File: src/rtl/ps2_pkg.sv
// ps2_pkg: state encoding and 50 MHz timing defaults for the PS/2 host transmitter
package ps2_pkg;
   typedef enum logic [3:0] {
      IDLE     = 4'd0,
      INHIBIT  = 4'd1,
      RTS      = 4'd2,
      DATA     = 4'd3,
      PARITY   = 4'd4,
      STOP     = 4'd5,
      ACK      = 4'd6,
      COMPLETE = 4'd7,
      ERROR    = 4'd8
   } state_t;
   localparam int DEF_CLK_FREQ_HZ          = 50_000_000;
   localparam int DEF_CYCLES_INHIBIT       = 5_050;
   localparam int DEF_CYCLES_START_TIMEOUT = 750_000;
   localparam int DEF_CYCLES_XFER_TIMEOUT  = 100_000;
   localparam int DEF_TIMER_W              = 20;
   // Rescales a 50 MHz cycle count to another clock frequency
   function automatic int scale_cycles(input int cycles_50m, input int clk_hz);
      return int'(longint'(cycles_50m) * longint'(clk_hz) / longint'(DEF_CLK_FREQ_HZ));
   endfunction
endpackage

File: src/rtl/ps2_command_out_if.sv
// ps2_command_out_if: command handshake plus synchronised PS/2 line events and drive enables
interface ps2_command_out_if;
   logic [7:0] the_command;
   logic       send_command;
   logic       ps2_clk_posedge;
   logic       ps2_clk_negedge;
   logic       ps2_data;
   logic       ps2_clk_drive_low;
   logic       ps2_data_drive_low;
   logic       busy;
   logic       command_was_sent;
   logic       error_timed_out;
   modport master (
      output the_command, send_command, ps2_clk_posedge, ps2_clk_negedge, ps2_data,
      input  ps2_clk_drive_low, ps2_data_drive_low, busy, command_was_sent, error_timed_out
   );
   modport slave (
      input  the_command, send_command, ps2_clk_posedge, ps2_clk_negedge, ps2_data,
      output ps2_clk_drive_low, ps2_data_drive_low, busy, command_was_sent, error_timed_out
   );
endinterface

File: src/rtl/ps2_tx_timer.sv
// ps2_tx_timer: loadable down-counter; expired flags the last enabled cycle before it hits zero
module ps2_tx_timer #(
   parameter int TIMER_W = 20
) (
   input  logic               clk,
   input  logic               reset,
   input  logic               load,
   input  logic               enable,
   input  logic [TIMER_W-1:0] value,
   output logic               expired
);
   logic [TIMER_W-1:0] count;
   always_ff @(posedge clk or negedge reset)
      if (!reset) count <= '0;
      else if (load) count <= value;
      else if (enable && count != '0) count <= count - TIMER_W'(1);
   assign expired = enable && count <= TIMER_W'(1);
endmodule

File: src/rtl/ps2_command_out.sv
// ps2_command_out: host-to-device PS/2 transmitter (inhibit, RTS, 8 data bits, odd parity, stop, ack)
module ps2_command_out import ps2_pkg::*; #(
   parameter int CLK_FREQ_HZ          = DEF_CLK_FREQ_HZ,
   parameter int CYCLES_INHIBIT       = scale_cycles(DEF_CYCLES_INHIBIT, CLK_FREQ_HZ),
   parameter int CYCLES_START_TIMEOUT = scale_cycles(DEF_CYCLES_START_TIMEOUT, CLK_FREQ_HZ),
   parameter int CYCLES_XFER_TIMEOUT  = scale_cycles(DEF_CYCLES_XFER_TIMEOUT, CLK_FREQ_HZ),
   parameter int TIMER_W              = DEF_TIMER_W
) (
   input logic              clk,
   input logic              reset,
   ps2_command_out_if.slave bus
);
   state_t             state;
   logic [7:0]         data_q;
   logic               parity_q;
   logic [2:0]         bit_cnt;
   logic               tmr_load, tmr_en, tmr_exp, edge_hit, abort;
   logic [TIMER_W-1:0] tmr_val;
   // Only the transitions into INHIBIT, RTS and DATA reload; the transfer budget spans DATA..ACK
   always_comb begin
      tmr_load = (state == IDLE && bus.send_command) || (state == INHIBIT && tmr_exp) ||
                 (state == RTS && bus.ps2_clk_negedge);
      tmr_val  = state == IDLE    ? TIMER_W'(CYCLES_INHIBIT) :
                 state == INHIBIT ? TIMER_W'(CYCLES_START_TIMEOUT) : TIMER_W'(CYCLES_XFER_TIMEOUT);
      tmr_en   = state != IDLE && state != COMPLETE && state != ERROR;
      edge_hit = state == ACK ? bus.ps2_clk_posedge : bus.ps2_clk_negedge;
      abort    = (state inside {RTS, DATA, PARITY, STOP, ACK}) &&
                 (edge_hit ? (state == ACK && bus.ps2_data) : tmr_exp);
   end
   ps2_tx_timer #(.TIMER_W(TIMER_W)) u_timer (
      .clk(clk), .reset(reset), .load(tmr_load), .enable(tmr_en), .value(tmr_val), .expired(tmr_exp)
   );
   always_ff @(posedge clk or negedge reset) begin
      if (!reset) begin
         state                  <= IDLE;
         data_q                 <= '0;
         parity_q               <= 1'b0;
         bit_cnt                <= '0;
         bus.ps2_clk_drive_low  <= 1'b0;
         bus.ps2_data_drive_low <= 1'b0;
         bus.busy               <= 1'b0;
         bus.command_was_sent   <= 1'b0;
         bus.error_timed_out    <= 1'b0;
      end else if (abort) begin
         state                  <= ERROR;
         bus.ps2_clk_drive_low  <= 1'b0;
         bus.ps2_data_drive_low <= 1'b0;
         bus.error_timed_out    <= 1'b1;
      end else begin
         case (state)
            IDLE: if (bus.send_command) begin
               state                 <= INHIBIT;
               data_q                <= bus.the_command;
               parity_q              <= ~^bus.the_command;
               bus.busy              <= 1'b1;
               bus.ps2_clk_drive_low <= 1'b1;
            end
            INHIBIT: if (tmr_exp) begin
               state                  <= RTS;
               bus.ps2_clk_drive_low  <= 1'b0;
               bus.ps2_data_drive_low <= 1'b1;
            end
            RTS: if (edge_hit) begin
               state                  <= DATA;
               bit_cnt                <= '0;
               bus.ps2_data_drive_low <= ~data_q[0];
            end
            DATA: if (edge_hit) begin
               bit_cnt                <= bit_cnt + 3'd1;
               bus.ps2_data_drive_low <= bit_cnt == 3'd7 ? ~parity_q : ~data_q[bit_cnt + 3'd1];
               if (bit_cnt == 3'd7) state <= PARITY;
            end
            PARITY: if (edge_hit) begin
               state                  <= STOP;
               bus.ps2_data_drive_low <= 1'b0;
            end
            STOP: if (edge_hit) state <= ACK;
            ACK: if (edge_hit) begin
               state                <= COMPLETE;
               bus.command_was_sent <= 1'b1;
            end
            default: if (!bus.send_command) begin
               state                <= IDLE;
               bus.busy             <= 1'b0;
               bus.command_was_sent <= 1'b0;
               bus.error_timed_out  <= 1'b0;
            end
         endcase
      end
   end
endmodule

File: src/flat_wrapper.sv
// flat-port wrapper written by rule: the top's interface ports become plain ports
module ps2_command_out_flat import ps2_pkg::*;
#(
   parameter int CLK_FREQ_HZ          = DEF_CLK_FREQ_HZ,
   parameter int CYCLES_INHIBIT       = scale_cycles(DEF_CYCLES_INHIBIT, CLK_FREQ_HZ),
   parameter int CYCLES_START_TIMEOUT = scale_cycles(DEF_CYCLES_START_TIMEOUT, CLK_FREQ_HZ),
   parameter int CYCLES_XFER_TIMEOUT  = scale_cycles(DEF_CYCLES_XFER_TIMEOUT, CLK_FREQ_HZ),
   parameter int TIMER_W              = DEF_TIMER_W
)
  (clk, reset, bus_the_command, bus_send_command, bus_ps2_clk_posedge, bus_ps2_clk_negedge, bus_ps2_data, bus_ps2_clk_drive_low, bus_ps2_data_drive_low, bus_busy, bus_command_was_sent, bus_error_timed_out);
  ps2_command_out_if bus_i ();
  input logic clk;
  input logic reset;
  input wire logic [$bits(bus_i.the_command)-1:0] bus_the_command;
  input wire logic [$bits(bus_i.send_command)-1:0] bus_send_command;
  input wire logic [$bits(bus_i.ps2_clk_posedge)-1:0] bus_ps2_clk_posedge;
  input wire logic [$bits(bus_i.ps2_clk_negedge)-1:0] bus_ps2_clk_negedge;
  input wire logic [$bits(bus_i.ps2_data)-1:0] bus_ps2_data;
  output wire logic [$bits(bus_i.ps2_clk_drive_low)-1:0] bus_ps2_clk_drive_low;
  output wire logic [$bits(bus_i.ps2_data_drive_low)-1:0] bus_ps2_data_drive_low;
  output wire logic [$bits(bus_i.busy)-1:0] bus_busy;
  output wire logic [$bits(bus_i.command_was_sent)-1:0] bus_command_was_sent;
  output wire logic [$bits(bus_i.error_timed_out)-1:0] bus_error_timed_out;
  assign bus_i.the_command = bus_the_command;
  assign bus_i.send_command = bus_send_command;
  assign bus_i.ps2_clk_posedge = bus_ps2_clk_posedge;
  assign bus_i.ps2_clk_negedge = bus_ps2_clk_negedge;
  assign bus_i.ps2_data = bus_ps2_data;
  assign bus_ps2_clk_drive_low = bus_i.ps2_clk_drive_low;
  assign bus_ps2_data_drive_low = bus_i.ps2_data_drive_low;
  assign bus_busy = bus_i.busy;
  assign bus_command_was_sent = bus_i.command_was_sent;
  assign bus_error_timed_out = bus_i.error_timed_out;
  ps2_command_out #(.CLK_FREQ_HZ(CLK_FREQ_HZ), .CYCLES_INHIBIT(CYCLES_INHIBIT), .CYCLES_START_TIMEOUT(CYCLES_START_TIMEOUT), .CYCLES_XFER_TIMEOUT(CYCLES_XFER_TIMEOUT), .TIMER_W(TIMER_W)) u_core (.clk(clk), .reset(reset), .bus(bus_i));
endmodule
File: config.mk
export PLATFORM = sky130hd
export DESIGN_NAME = ps2_command_out_flat
export DESIGN_NICKNAME = d
export VERILOG_FILES = /design/src/rtl/ps2_pkg.sv /design/src/rtl/ps2_command_out_if.sv /design/src/rtl/ps2_tx_timer.sv /design/src/rtl/ps2_command_out.sv /design/src/flat_wrapper.sv
export SDC_FILE = /design/constraint.sdc
export NUM_CORES = 1
export LEC_CHECK = 0
export BUFFER_PORTS_ARGS = -buffer_cell sky130_fd_sc_hd__buf_2
export CORE_ASPECT_RATIO = 1.25
export CORE_MARGIN = 2
export CORE_UTILIZATION = 35
export CTS_CLUSTER_DIAMETER = 50
export DETAILED_ROUTE_END_ITERATION = 8
export PLACE_DENSITY = 0.55
export SLEW_MARGIN = 20
export SYNTH_ARGS = -nofsm -noshare
export SYNTH_HDL_FRONTEND = slang
export SYNTH_SLANG_ARGS = --single-unit
File: constraint.sdc
create_clock -name clk -period 2.5 [get_ports clk]
set_input_delay 0.375 -clock clk [delete_from_list [all_inputs] [get_ports clk]]
set_output_delay 0.375 -clock clk [all_outputs]
set_load 0.01 [all_outputs]
==> results of run 1 <==
-- placed cells by master, fill, tap and decap left out, drive strengths merged, types with 7 or more instances in the layout --
cell type	Yosys	layout
buf	2	45
nand2	42	42
dfrtp	41	41
o21ai	24	24
nor2	22	22
xnor2	18	18
a21oi	18	18
nor3	12	12
or4	8	8
nor4	7	7
clkbuf	12	7
-- per-stage QoR --
| stage | power [W] | hold WS [ps] | utilization | setup WS (ps) | area [um^2] |
|---|---|---|---|---|---|
| finish | 0.003277 | -5.654 | 0.4415 | 19.06 | 2917 |
| global placement | 0.002651 | 323.4 | 0.4140 | -4.914 | 2735 |
| CTS | 0.003252 | 6.726 | 0.4333 | 8.981 | 2863 |
| detailed placement | 0.002671 | 326.6 | 0.4140 | 1.943 | 2735 |
| floorplan | 0.002169 | 79.41 | - | -8.039 | 2410 |
| global route | 0.003552 | 25.53 | 0.4415 | -47.35 | 2917 |
-- layer usage --
metal	vias to the layer above	global-route usage	routed length, um
met5	-	0	0
met4	0	0.05938	111
met3	10	0.02985	195
met2	37	0.2672	2801
met1	1017	0.2040	2650
li1	1057	-	-
-- where the power goes --
part | total (W) | internal, W | switching (W)
Sequential | 0.00114 | 0.000916 | 0.000222
Combinational | 0.00157 | 0.000736 | 0.000836
Clock | 0.000567 | 0.000326 | 0.000241
Total | 0.00328 | 0.00198 | 0.00130
-- timing repair --
action,CTS,global route
pin swaps,0,1
cloned,0,0
setup endpoints to repair,5,12
setup buffers,0,4
resized for setup,2,8
-- registers in the layout (all words and copies together), names as in the netlist --
| register | cells |
|---|---|
| u_core.bit_cnt | 3 |
| u_core.bus.busy | 1 |
| u_core.bus.command_was_sent | 1 |
| u_core.bus.error_timed_out | 1 |
| u_core.bus.ps2_clk_drive_low | 1 |
| u_core.bus.ps2_data_drive_low | 1 |
| u_core.data_q | 8 |
| u_core.parity_q | 1 |
| u_core.state | 4 |
| u_core.u_timer.count | 20 |
-- kinds of logic after synthesis --
logic type      count (synthesis)  synth area share
simple gates                  119            0.2457
buf+inv                        19           0.03175
flops                          41            0.4269
xor+xnor                       23           0.08381
mux                             5           0.02655
compound gates                 63            0.1593
fa+ha+maj                       5           0.02603
-- worst min-delay path by stage --
stage / to / slack, ps / from / cells past startpoint
2_1_floorplan: u_core.bit_cnt[0] / 80 / reset / 0
3_3_place_gp: u_core.state[0] / 320 / reset / 1
6_report: u_core.state[0] / -6 / reset / 1
3_5_place_dp: u_core.state[0] / 330 / reset / 1
4_1_cts: u_core.state[0] / 7 / reset / 1
5_1_grt: u_core.u_timer.count[5] / 30 / reset / 1
-- area by class of cell --
class | count | area [um^2] | share of cell area
clock buffers | 7 | 86.33 | 0.02960
flip-flops and latches | 41 | 1026 | 0.3518
multi-input cells | 215 | 1334 | 0.4573
repair buffers | 45 | 312.8 | 0.1073
clock inverters | 1 | 30.03 | 0.01030
inverters | 5 | 18.77 | 0.006435
well taps | 87 | 108.9 | 0.03732
-- worst reg2reg max path, cell delays in order (launching register included) --
cell and delay (ps):
dfrtp_1 380, or4_4 530, or4_4 440, or4_4 540, nand2b_4 110, o22ai_2 70
a221o_1 290
==> results.py, run 1 <==
metrics = {
    "setup_path": {
        "path_class": "reg -> reg",
        "crit_top_cell": "or4_4",
        "r2r_cells": 6,
        "crit_family": "simple AND/OR/NAND/NOR gates",
        "r2r-start": "u_core.u_timer.count[18]",
        "cp_cell_sequence": "or4_4, or4_4, or4_4, nand2b_4, o22ai_2, a221o_1",
        "rrSetupSlack_ps": 20,
        "cp.buffers_inverters": 0,
        "start_kind": "flip-flop",
        "cp.arrival_ps": 2670,
        "worstPathMaxFanout": 5,
        "startpoint": "u_core.u_timer.count[18]",
        "path_depth": 6,
        "max_stage_delay_ps": 540,
        "reg2reg_to": "u_core.u_timer.count[16]",
        "crit_required_ps": 2680,
        "critical_path.endpoint_type": "flip-flop",
        "worstSetupEndpoint": "u_core.u_timer.count[16]",
        "crit_slowest_cell": "or4_4",
    },
    "yosys": {
        "async_flop_share": 1.000,
        "yosys-top-cells-area": "dfrtp_1 (43%), nand2_1 (6.6%), xnor2_1 (6.6%)",
        "yosysSeqAreaShare": 0.4269,
        "synth-edff-count": 0,
        "synth_common_cells": "nand2_1 (42), dfrtp_1 (41), o21ai_0 (23)",
        "synth_top_area_share": 0.4269,
        "yosysWarnings": 0,
        "ys_ff_latch": 41,
        "ys.flop_type": "dfrtp_1",
        "avgSynthCellArea_um2": 8.740,
        "synth_area_um2": 2404,
        "synth_top_area_cell": "dfrtp_1",
        "synth_fp_nets": 294,
        "synth_cells": 275,
        "yosysMostFrequentCell": "nand2_1",
        "yosys.cell_types.count": 47,
    },
    "clock_tree": {
        "root_buffer": "clkbuf_8",
        "ctsHoldBuffers": 0,
        "clkSlewWorstSetupHoldPaths_ps": 80,
        "clock_path_buffers": 2,
        "cts_sinks": 41,
        "worst_skew_pair.late_latency_ps": 300,
        "cts_buffers": 5,
        "htreeDepth": 2,
        "cts_tree": "done",
    },
    "die": {
        "design.core.area_um2": 6606,
        "fp.dieH_um": 96.65,
        "io_pins": 19,
        "initial_utilization": 0.3638,
        "die-area_um2": 7550,
        "rows": 33,
        "fp.dieW_um": 78.12,
    },
    "status": {
        "violations": "negative hold slack",
        "status": "complete, but fails checks",
    },
    "detailed_routing": {
        "wirelength_um": 5757,
        "vias": 2121,
        "drc": 0,
        "first_pass_iters": 4,
        "viasPerCell": 5.289,
        "dr.first_iter.drc_count": 72,
        "post_drt_wl_per_cell_um": 14.36,
        "ant_nets": 0,
    },
    "timing": {
        "setup_tns_ps": 0,
        "setup_viol_count_final": 0,
        "rsz0062_at_grt": "true",
        "fmax_mhz": 403.1,
        "drv_slew": 0,
        "max_slew_margin": 0.4758,
        "period_needed_ps": 2481,
        "worst_slew_pin_slew_ps": 779.1,
        "fin_skew_ps": 9.841,
        "hold_viol": 7,
        "period_share": 0.9924,
        "whs_ps": -5.654,
    },
    "global_routing": {
        "grt_max_degree": 26,
        "antenna_found_initial": 0,
        "gr-total-overflow": 0,
        "grt_pass1_wl_um": 9542,
        "grt_pass1_vias": 1966,
        "track_usage": 0.1599,
    },
    "hold_path": {
        "hold_class": "in -> async",
    },
    "layout": {
        "areaGrowthSynthToFinish_pct": 21.34,
        "fin_nets": 332,
        "fillers": 661,
        "drive_above_1_share": 0.2102,
        "diodes": 0,
        "final_cell_count_no_fill": 401,
    },
    "placement": {
        "dp_hpwl_um": 4204,
        "place_congestion": 0.8855,
        "dp_cells": 389,
        "port_buffers": 18,
    },
    "power": {
        "p_leak_nw": 1.256,
        "powerDensity_nw_per_um2": 1124,
        "vdd_drop_max_v": 0.0005044,
    },
    "flow_run": {
        "max_cap_violations": 0,
    },
}
(Power assumes the default switching activity.)
==> run 2, diff against run 1 <==
--- a/config.mk
+++ b/config.mk
@@ -11,7 +11,7 @@
 export CORE_UTILIZATION = 35
 export CTS_CLUSTER_DIAMETER = 50
 export DETAILED_ROUTE_END_ITERATION = 8
-export PLACE_DENSITY = 0.55
+export PLACE_DENSITY = 0.53
 export SLEW_MARGIN = 20
 export SYNTH_ARGS = -nofsm -noshare
 export SYNTH_HDL_FRONTEND = slang
==> constraint.sdc (replaced) <==
create_clock -name clk -period 2.4 [get_ports clk]
set_input_delay 0.36 -clock clk [delete_from_list [all_inputs] [get_ports clk]]
set_output_delay 0.36 -clock clk [all_outputs]
set_load 0.01 [all_outputs]
==> results.py, run 2 (same netlist as run 1, synthesis figures left out) <==
metrics = {
    "timing": {
        "whs_ps": 272.4,
        "drv_slew": 0,
        "worst_slew_pin_slew_ps": 855.6,
        "setup_tns_ps": -489.7,
        "max_slew_margin": 0.4243,
        "fin_skew_ps": 4.633,
        "worst_slack_ps": -87.89,
        "hold_viol": 0,
        "period_needed_ps": 2488,
        "fmax_mhz": 401.9,
        "setup_viol_count_final": 13,
        "period_share": 1.037,
        "rsz0062_at_grt": "true",
    },
    "global_routing": {
        "antenna_found_initial": 0,
        "track_usage": 0.1724,
        "grt_pass1_wl_um": 10180,
        "grt_max_degree": 20,
        "gr-total-overflow": 0,
        "grt_pass1_vias": 2073,
    },
    "detailed_routing": {
        "vias": 2154,
        "dr.first_iter.drc_count": 86,
        "ant_nets": 0,
        "wirelength_um": 6068,
        "viasPerCell": 5.241,
        "post_drt_wl_per_cell_um": 14.76,
        "drc": 0,
        "first_pass_iters": 4,
    },
    "setup_path": {
        "cp_cell_sequence": "or4_4, or4_4, or4_4, nand2b_4, o22ai_2, a221o_1",
        "cp.buffers_inverters": 0,
        "max_stage_delay_ps": 540,
        "crit_required_ps": 2590,
        "cp.arrival_ps": 2680,
        "path_class": "reg -> reg",
        "start_kind": "flip-flop",
        "critical_path.endpoint_type": "flip-flop",
        "crit_family": "simple AND/OR/NAND/NOR gates",
        "worstPathMaxFanout": 4,
        "crit_top_cell": "or4_4",
        "crit_slowest_cell": "or4_4",
    },
    "clock_tree": {
        "clock_path_buffers": 2,
        "cts_sinks": 41,
        "root_buffer": "clkbuf_8",
        "cts_buffers": 5,
        "cts_tree": "done",
        "htreeDepth": 2,
        "worst_skew_pair.late_latency_ps": 300,
        "clkSlewWorstSetupHoldPaths_ps": 80,
    },
    "placement": {
        "port_buffers": 18,
        "dp_hpwl_um": 4515,
        "place_congestion": 0.7870,
    },
    "die": {
        "design.core.area_um2": 6606,
        "rows": 33,
        "fp.dieW_um": 78.12,
        "fp.dieH_um": 96.65,
        "io_pins": 19,
        "initial_utilization": 0.3638,
        "die-area_um2": 7550,
    },
    "layout": {
        "diodes": 0,
        "mostFrequentLayoutCells": "nand2_1 (42), dfrtp_1 (41), buf_4 (30)",
        "fin_nets": 342,
        "mostFrequentLayoutCell": "nand2_1",
        "areaGrowthSynthToFinish_pct": 27.69,
        "drive_above_1_share": 0.2593,
        "regMostFlops": "u_core.u_timer.count",
        "seq_area_um2": 1026,
        "largest_reg_flops": 20,
        "multi_input_area_um2": 1368,
        "fillers": 664,
        "reg_top3": "u_core.u_timer.count: 20 flops, u_core.data_q: 8 flops, u_core.state: 4 flops",
    },
    "power": {
        "vdd_drop_max_v": 0.0004778,
        "powerDensity_nw_per_um2": 1191,
        "p_leak_nw": 1.318,
    },
    "flow_run": {
        "max_cap_violations": 0,
    },
    "status": {
        "status": "complete, but fails checks",
        "violations": "negative setup slack",
    },
    "hold_path": {
        "hold_class": "in -> reg",
    },
}
## run 2: timing repair
item / 4_1_cts / 5_1_grt
gates resized for setup: 2 / 21
endpoints found under the hold margin: 9 / 0
buffers inserted: 1 / 5
hold buffers: 1 / 0
pin swaps: 0 / 7
endpoints found under the setup margin: 14 / 19
cloned: 0 / 0
## run 2: through the flow
step           instances  utilization  setup slack [ps]  area (um^2)  total power (W)
5_1_grt              411       0.4646            -134.4         3069         0.003946
3_3_place_gp         396       0.4250            -62.47         2808         0.002853
4_1_cts              406       0.4491            -93.22         2967         0.003569
2_1_floorplan        275            -            -108.0         2417         0.002266
6_report             411       0.4646            -87.89         3069         0.003656
3_5_place_dp         396       0.4250            -93.34         2808         0.002867
## run 2: metal layers
| layer | routed length, um | track usage | up-vias |
|---|---|---|---|
| li1 | - | - | 1079 |
| met1 | 2753 | 0.2202 | 1036 |
| met2 | 3025 | 0.2858 | 31 |
| met3 | 185 | 0.03358 | 8 |
| met4 | 104 | 0.06748 | 0 |
| met5 | 0 | 0 | - |
## run 2: final timing paths
path                                           from  depth (start not counted)                       end  slack, ps
setup / recovery           u_core.u_timer.count[18]                          6  u_core.u_timer.count[16]        -90
hold / removal                   bus_the_command[4]                          3          u_core.data_q[4]        270
min in group asynchronous                     reset                          2           u_core.state[3]        460
hold reg to reg                    u_core.data_q[2]                          2          u_core.data_q[2]        480
max in group asynchronous                     reset                          3          u_core.data_q[5]       1390
setup reg to reg           u_core.u_timer.count[18]                          6  u_core.u_timer.count[16]        -90
## run 2: power by group
part / switching, W / leakage, nW / internal [W] / total (W)
combinational: 0.000931 / 0.748 / 0.000856 / 0.00179
clock: 0.000265 / 0.0681 / 0.000414 / 0.000678
sequential: 0.000237 / 0.501 / 0.000954 / 0.00119
total: 0.00143 / 1.32 / 0.00222 / 0.00366
## run 2: layout make-up
class	count	share of cell area
sequential	41	0.3343
inverter	5	0.006115
multi-input combinational	215	0.4456
timing repair buffer	55	0.1349
clock buffer	5	0.02242
tap	87	0.03547
clock inverter	3	0.02120
## run 2: worst register-to-register path: cells and delay by family, from the launching register on
kind / cells / cell delay [ps]
simple gates: 4 / 1630
flops: 1 / 380
compound gates: 2 / 380
